**config.mk**
```make
export PLATFORM = sky130hd
export DESIGN_NAME = token_precision_assigner
export DESIGN_NICKNAME = d
export VERILOG_FILES = /design/src/rtl/token_precision_assigner.sv
export SDC_FILE = /design/constraint.sdc
export NUM_CORES = 2
export LEC_CHECK = 0
export ABC_AREA = 1
export ABC_CLOCK_PERIOD_IN_PS = 56600
export BUFFER_PORTS_ARGS = -buffer_cell sky130_fd_sc_hd__buf_2
export CAP_MARGIN = 20
export CORE_AREA = 2 2 471 473
export CTS_BUF_LIST = sky130_fd_sc_hd__clkbuf_4
export DETAILED_ROUTE_END_ITERATION = 7
export DIE_AREA = 0 0 473 475
export HOLD_SLACK_MARGIN = 0.15
export PLACE_DENSITY = 0.57
export SLEW_MARGIN = 40
export SYNTH_ARGS = -nofsm -noshare
export SYNTH_HDL_FRONTEND = slang
export SYNTH_SLANG_ARGS = --single-unit
```
**constraint.sdc**
```tcl
create_clock -name clk -period 56.6 [get_ports clk]
set_input_delay 11.32 -clock clk [delete_from_list [all_inputs] [get_ports clk]]
set_output_delay 11.32 -clock clk [all_outputs]
set_load 0.02 [all_outputs]
```
**src/rtl/token_precision_assigner.sv**
```systemverilog
// token_precision_assigner: sums per-token attention columns over all rows and heads,
// then maps each token's score to an INT4/INT8/FP16 precision code.
module token_precision_assigner #(
   parameter int DATA_WIDTH = 16,
   parameter int L = 8,
   parameter int N = 1,
   parameter int THR_INT8 = 256,
   parameter int THR_FP16 = 1024,
   localparam int SW = DATA_WIDTH + $clog2(L*N)
) (
   input  logic                         clk,
   input  logic                         rst_n,
   input  logic                         start,
   input  logic [DATA_WIDTH*L*N*L-1:0]  A_in,
   output logic [3:0]                   token_precision [L-1:0],
   output logic [SW*L-1:0]              score_out,
   output logic                         done,
   output logic                         out_valid
);
   localparam int RW = (L > 1) ? $clog2(L) : 1;
   typedef enum logic [2:0] {S_IDLE, S_LOAD, S_ACCUM, S_CLASSIFY, S_DONE} state_t;
   state_t                        state_q;
   logic [RW-1:0]                 row_q;
   logic [DATA_WIDTH*L*N*L-1:0]   a_q;
   logic [SW-1:0]                 score_q [L];
   logic [SW-1:0]                 row_sum_d [L];
   logic [3:0]                    tp_q [L-1:0];
   logic [SW*L-1:0]               so_q;
   logic                          done_q, valid_q;
   logic                          last_row_d;
   assign last_row_d = (row_q == RW'(L-1));
   always_comb begin
      for (int j = 0; j < L; j++) begin
         row_sum_d[j] = '0;
         for (int n = 0; n < N; n++)
            row_sum_d[j] = row_sum_d[j] + SW'(a_q[((int'(row_q)*N + n)*L + j)*DATA_WIDTH +: DATA_WIDTH]);
      end
   end
   // done/out_valid are registered in S_DONE, so they pulse on the cycle after it
   always_ff @(posedge clk) begin
      if (!rst_n) begin
         state_q <= S_IDLE;
         row_q   <= '0;
         score_q <= '{default: '0};
         tp_q    <= '{default: '0};
         so_q    <= '0;
         done_q  <= 1'b0;
         valid_q <= 1'b0;
      end else begin
         done_q  <= 1'b0;
         valid_q <= 1'b0;
         case (state_q)
            S_IDLE: state_q <= start ? S_LOAD : S_IDLE;
            S_LOAD: begin
               a_q     <= A_in;
               score_q <= '{default: '0};
               row_q   <= '0;
               state_q <= S_ACCUM;
            end
            S_ACCUM: begin
               for (int j = 0; j < L; j++) score_q[j] <= score_q[j] + row_sum_d[j];
               row_q   <= last_row_d ? '0 : row_q + 1'b1;
               state_q <= last_row_d ? S_CLASSIFY : S_ACCUM;
            end
            S_CLASSIFY: begin
               for (int j = 0; j < L; j++) begin
                  tp_q[j] <= (64'(score_q[j]) >= 64'(THR_FP16)) ? 4'd2 :
                             (64'(score_q[j]) >= 64'(THR_INT8)) ? 4'd1 : 4'd0;
                  so_q[j*SW +: SW] <= score_q[j];
               end
               state_q <= S_DONE;
            end
            S_DONE: begin
               done_q  <= 1'b1;
               valid_q <= 1'b1;
               state_q <= S_IDLE;
            end
            default: state_q <= S_IDLE;
         endcase
      end
   end
   assign token_precision = tp_q;
   assign score_out       = so_q;
   assign done            = done_q;
   assign out_valid       = valid_q;
endmodule

```
==> impl_table.tex <==
\begin{tabular}{lr}
\hline
Metric & Value \\
\hline
\multicolumn{2}{l}{\textbf{GRT}} \\
GR Util All Layers & 0.1904 \\
Remaining global-route overflow & 0 \\
Global-route wire length before repair & 316700 µm \\
Via count of the first global-routing pass & between 40000 and 50000 \\
Antenna violations before repair & 46 \\
Largest net degree at the start of global routing & about 160 \\
\multicolumn{2}{l}{\textbf{Critical path}} \\
Largest fanout on the critical path & 84 \\
Reg-to-reg setup timing slack & 51240 ps \\
Reg2Reg Launch Point & row\_q[1]\$\_SDFFE\_PN0P\_ \\
Arrival time worst endpoint & $\sim$15000 ps \\
Capture instance of the worst register-to-register path & score\_q[33]\$\_SDFFE\_PN0P\_ \\
Type of element launching the critical path & primary input \\
Startpoint of the most critical setup path & rst\_n \\
Category of the critical setup timing path & primary input to flip-flop \\
CP Data Required Time & 57490 ps \\
Cell count of the worst reg-to-reg path & 17 \\
Endpoint class of the critical path & flip-flop \\
\multicolumn{2}{l}{\textbf{Routing}} \\
Starting DRT DRC Count & 4196 \\
Routed wl met3 & 19540 µm \\
DR DRC count & 0 \\
Routed wire length & 224700 µm \\
Wire per inst & roughly 21 µm \\
Post-route antenna net violation count & 0 \\
Via count of the routed design & 50090 \\
Detail-routed via count per cell & 4.721 \\
Top Metal Used & met5 \\
Wire length on met2 & approximately 100000 µm \\
WL met1 & approximately 95000 µm \\
Iteration count of the initial detailed-routing pass & 6 \\
\multicolumn{2}{l}{\textbf{Synthesis}} \\
Number of distinct library cell variants in the gate-level netlist after synthesis & 36 \\
Number of flip-flops and latches in the synthesized netlist & roughly 1400 \\
Fraction of the yosys area taken by sequential cells & 0.6296 \\
Syn avg cell area & $\sim$9.7 µm² \\
Number of instances in the synthesized netlist & 6086 \\
Syn Std Cell Area & roughly 60000 µm² \\
Warning count from the yosys run & 0 \\
\multicolumn{2}{l}{\textbf{STA}} \\
Highest clock rate & approximately 71 MHz \\
Setup violations, final & 0 \\
Final count of hold timing violations & 0 \\
Unrepaired setup endpoints after global routing & no \\
Max-slew violations & 0 \\
Headroom to the max-slew limit & 0.4107 \\
Hold slack final & 430.9 ps \\
Slew at the pin closest to its max-slew limit & 879.9 ps \\
Clock skew & 161.2 ps \\
Fin Setup TNS & 0 ps \\
Post-layout minimum cycle time & $\sim$14000 ps \\
Share of the clock period used by the worst path after layout & 0.2482 \\
Worst Setup Slack, final & 42550 ps \\
\multicolumn{2}{l}{\textbf{Power and ir drop}} \\
Power density normalized to cell area & a little over 30 nW/µm² \\
Share of power burned in the clock network & 0.404 \\
Power spent charging and discharging nets & 0.0006071 W \\
Static power due to leakage & just over 30 nW \\
Maximum VDD drop & 0.00002099 V \\
Sequential Power Share & 0.490 \\
Relative contribution of combinational cells to total power & 0.106 \\
Fraction of power spent switching nets & 0.2666 \\
P\_int & 0.001670 W \\
\multicolumn{2}{l}{\textbf{Placement}} \\
Pre-CTS setup slack & 41100 ps \\
Number of cells in the design after placement & 9909 \\
Final HPWL from detailed placement & approximately 160000 µm \\
Port bufs & 1196 \\
RD Place Congestion & 0.8948 \\
\multicolumn{2}{l}{\textbf{Status}} \\
Run status & complete, no violations \\
\multicolumn{2}{l}{\textbf{Hold path}} \\
Worst hold endpoint & score\_out[83]\$\_SDFFE\_PN0P\_ \\
Count of cells along the worst hold path & 2 \\
Hold path startpoint & score\_q[64]\$\_SDFFE\_PN0P\_ \\
Class of the tightest hold or removal check & flip-flop to flip-flop \\
\multicolumn{2}{l}{\textbf{Finish}} \\
Core utilization of the finished layout & 0.3339 \\
Number of nets in the layout & 8593 \\
Non-Filler Instances & 10610 \\
Layout cell share with drive strength beyond 1 & 0.2499 \\
Footprint of the flip-flops and latches & 37300 µm² \\
Footprint of the multi-input gates & 19160 µm² \\
Fill cells & 22630 \\
Area added between synthesis and finish & 23.50\% \\
\multicolumn{2}{l}{\textbf{Floorplan}} \\
Site Rows & 172 \\
Die boundary height & between 400 and 500 µm \\
I/O pin cnt & 1213 \\
Die span in x & around 470 µm \\
Starting density of the core & 0.2704 \\
DIE AREA & between 200000 and 250000 µm² \\
Standard cell core area & 219100 µm² \\
\multicolumn{2}{l}{\textbf{CTS}} \\
Latest clock arrival within the worst-skew pair & roughly 1400 ps \\
Clock buffers created by TritonCTS & 385 \\
Clock input transition at the sequential cells of the worst setup and hold paths & around 60 ps \\
Buffer levels on the longest clock path & 4 \\
Number of hold-repair buffers added at the cts stage & 0 \\
Count of cells resized by post-cts repair & 0 \\
H-tree depth & 5 \\
CTS sink count & between 1000 and 1500 \\
Postcts setup bufs & 0 \\
Clk Tree Root Cell & sky130\_fd\_sc\_hd\_\_clkbuf\_4 \\
TritonCTS clock tree & done \\
\multicolumn{2}{l}{\textbf{Run}} \\
Max\_cap viols & 0 \\
\hline
\end{tabular}
## layout by cell type (no fill, tap or decap), drive strengths merged
master | Yosys | layout
a211oi | 1 | 1
a21boi | 19 | 19
a21o | 12 | 12
a21oi | 261 | 261
a31oi | 128 | 128
a32oi | 1 | 1
and2 | 13 | 13
buf | 137 | 1259
bufinv | 0 | 7
clkbuf | 182 | 573
clkinv | 1 | 67
clkinvlp | 0 | 5
conb | 1 | 16
dfxtp | 327 | 327
diode | 0 | 41
edfxtp | 1024 | 1024
fa | 8 | 8
ha | 130 | 130
inv | 393 | 399
nand2 | 954 | 954
nand3 | 204 | 204
nand3b | 7 | 7
nand4 | 22 | 22
nor2 | 1300 | 1300
nor3 | 49 | 49
nor4 | 12 | 12
o211a | 2 | 2
o211ai | 4 | 4
o21ai | 727 | 727
o21bai | 8 | 8
o22ai | 129 | 129
or2 | 30 | 30
## registers in the layout (all words and copies together), names as in the netlist
register / flops
out_valid: 1
a_q: 1024
state_q: 3
token_precision: 16
score_q: 152
score_out: 152
row_q: 3
## worst max-delay path, stage by stage
cell	delay, ps
sky130_fd_sc_hd__buf_6	360
sky130_fd_sc_hd__inv_6	190
sky130_fd_sc_hd__nor2_4	170
sky130_fd_sc_hd__buf_6	510
sky130_fd_sc_hd__buf_4	740
sky130_fd_sc_hd__buf_4	470
sky130_fd_sc_hd__buf_12	290
sky130_fd_sc_hd__buf_6	610
## logic make-up after synthesis
| logic type | after synthesis | synth area share |
|---|---|---|
| fa+ha+maj | 138 | 0.03016 |
| buf+inv | 713 | 0.05012 |
| compound gates | 1292 | 0.1167 |
| other cells | 1 | 0.00006330 |
| flops | 1351 | 0.6296 |
| simple gates | 2591 | 0.1734 |
## area by class of cell
cell class / instances / share of cell area
clock buffer: 573 / 0.05880
multi-input combinational: 4037 / 0.2619
clock inverter: 84 / 0.007371
tap: 2871 / 0.04910
inverter: 394 / 0.02090
sequential: 1351 / 0.5099
timing repair buffer: 1259 / 0.09063
antenna: 41 / 0.001402
## worst max path at each step
stage | to | slack, ps
floorplan | a_q[0]$_DFFE_PP_ | 40
global placement | a_q[612]$_DFFE_PP_ | 40760
detailed placement | a_q[612]$_DFFE_PP_ | 41100
CTS | a_q[493]$_DFFE_PP_ | 42570
global route | a_q[493]$_DFFE_PP_ | 42510
finish | a_q[493]$_DFFE_PP_ | 42550
## cell usage after synthesis, drive strengths merged
master  count  area [µm²]
a211oi      1       7.510
a21boi     19       142.6
a21o       12       90.09
a21oi     261        1306
a31oi     128       800.8
a32oi       1       8.760
and2       13       81.33
buf       137       807.0
clkbuf    182       683.2
clkinv      1       3.750
conb        1       3.750
dfxtp     327        6546
edfxtp   1024       30750
fa          8       160.2
ha        130        1627
inv       393        1475
nand2     954        3581
nand3     204        1026
nand3b      7       52.55
nand4      22       137.6
nor2     1300        4880
nor3       49       250.2
nor4       12       75.07
o211a       2       20.02
o211ai      4       30.03
o21ai     727        3638
o21bai      8       60.06
o22ai     129       807.0
or2        30       187.7
## power by group through the flow
stage,registers (W),clock network [W],logic [W]
CTS,0.00112,0.000950,0.000242
finish,0.00112,0.000920,0.000241
global placement,0.00114,0,0.000237
global route,0.00112,0.000999,0.000268
floorplan,0.00118,0,0.000135
detailed placement,0.00114,0,0.000241
## routing by layer
| metal | GRT usage | vias to the layer above |
|---|---|---|
| met5 | 0 | - |
| met4 | 0.07744 | 22 |
| met3 | 0.05524 | 404 |
| met2 | 0.2989 | 2112 |
| met1 | 0.2453 | 23740 |
| li1 | - | 23810 |
## per-stage QoR
stage	area [µm²]	power [W]
after floorplan	59290	0.001315
after CTS	72970	0.002309
after global placement	67970	0.001374
after global routing	73120	0.002385
after detailed placement	68130	0.001379
final	73160	0.002277
(Power assumes the default switching activity.)
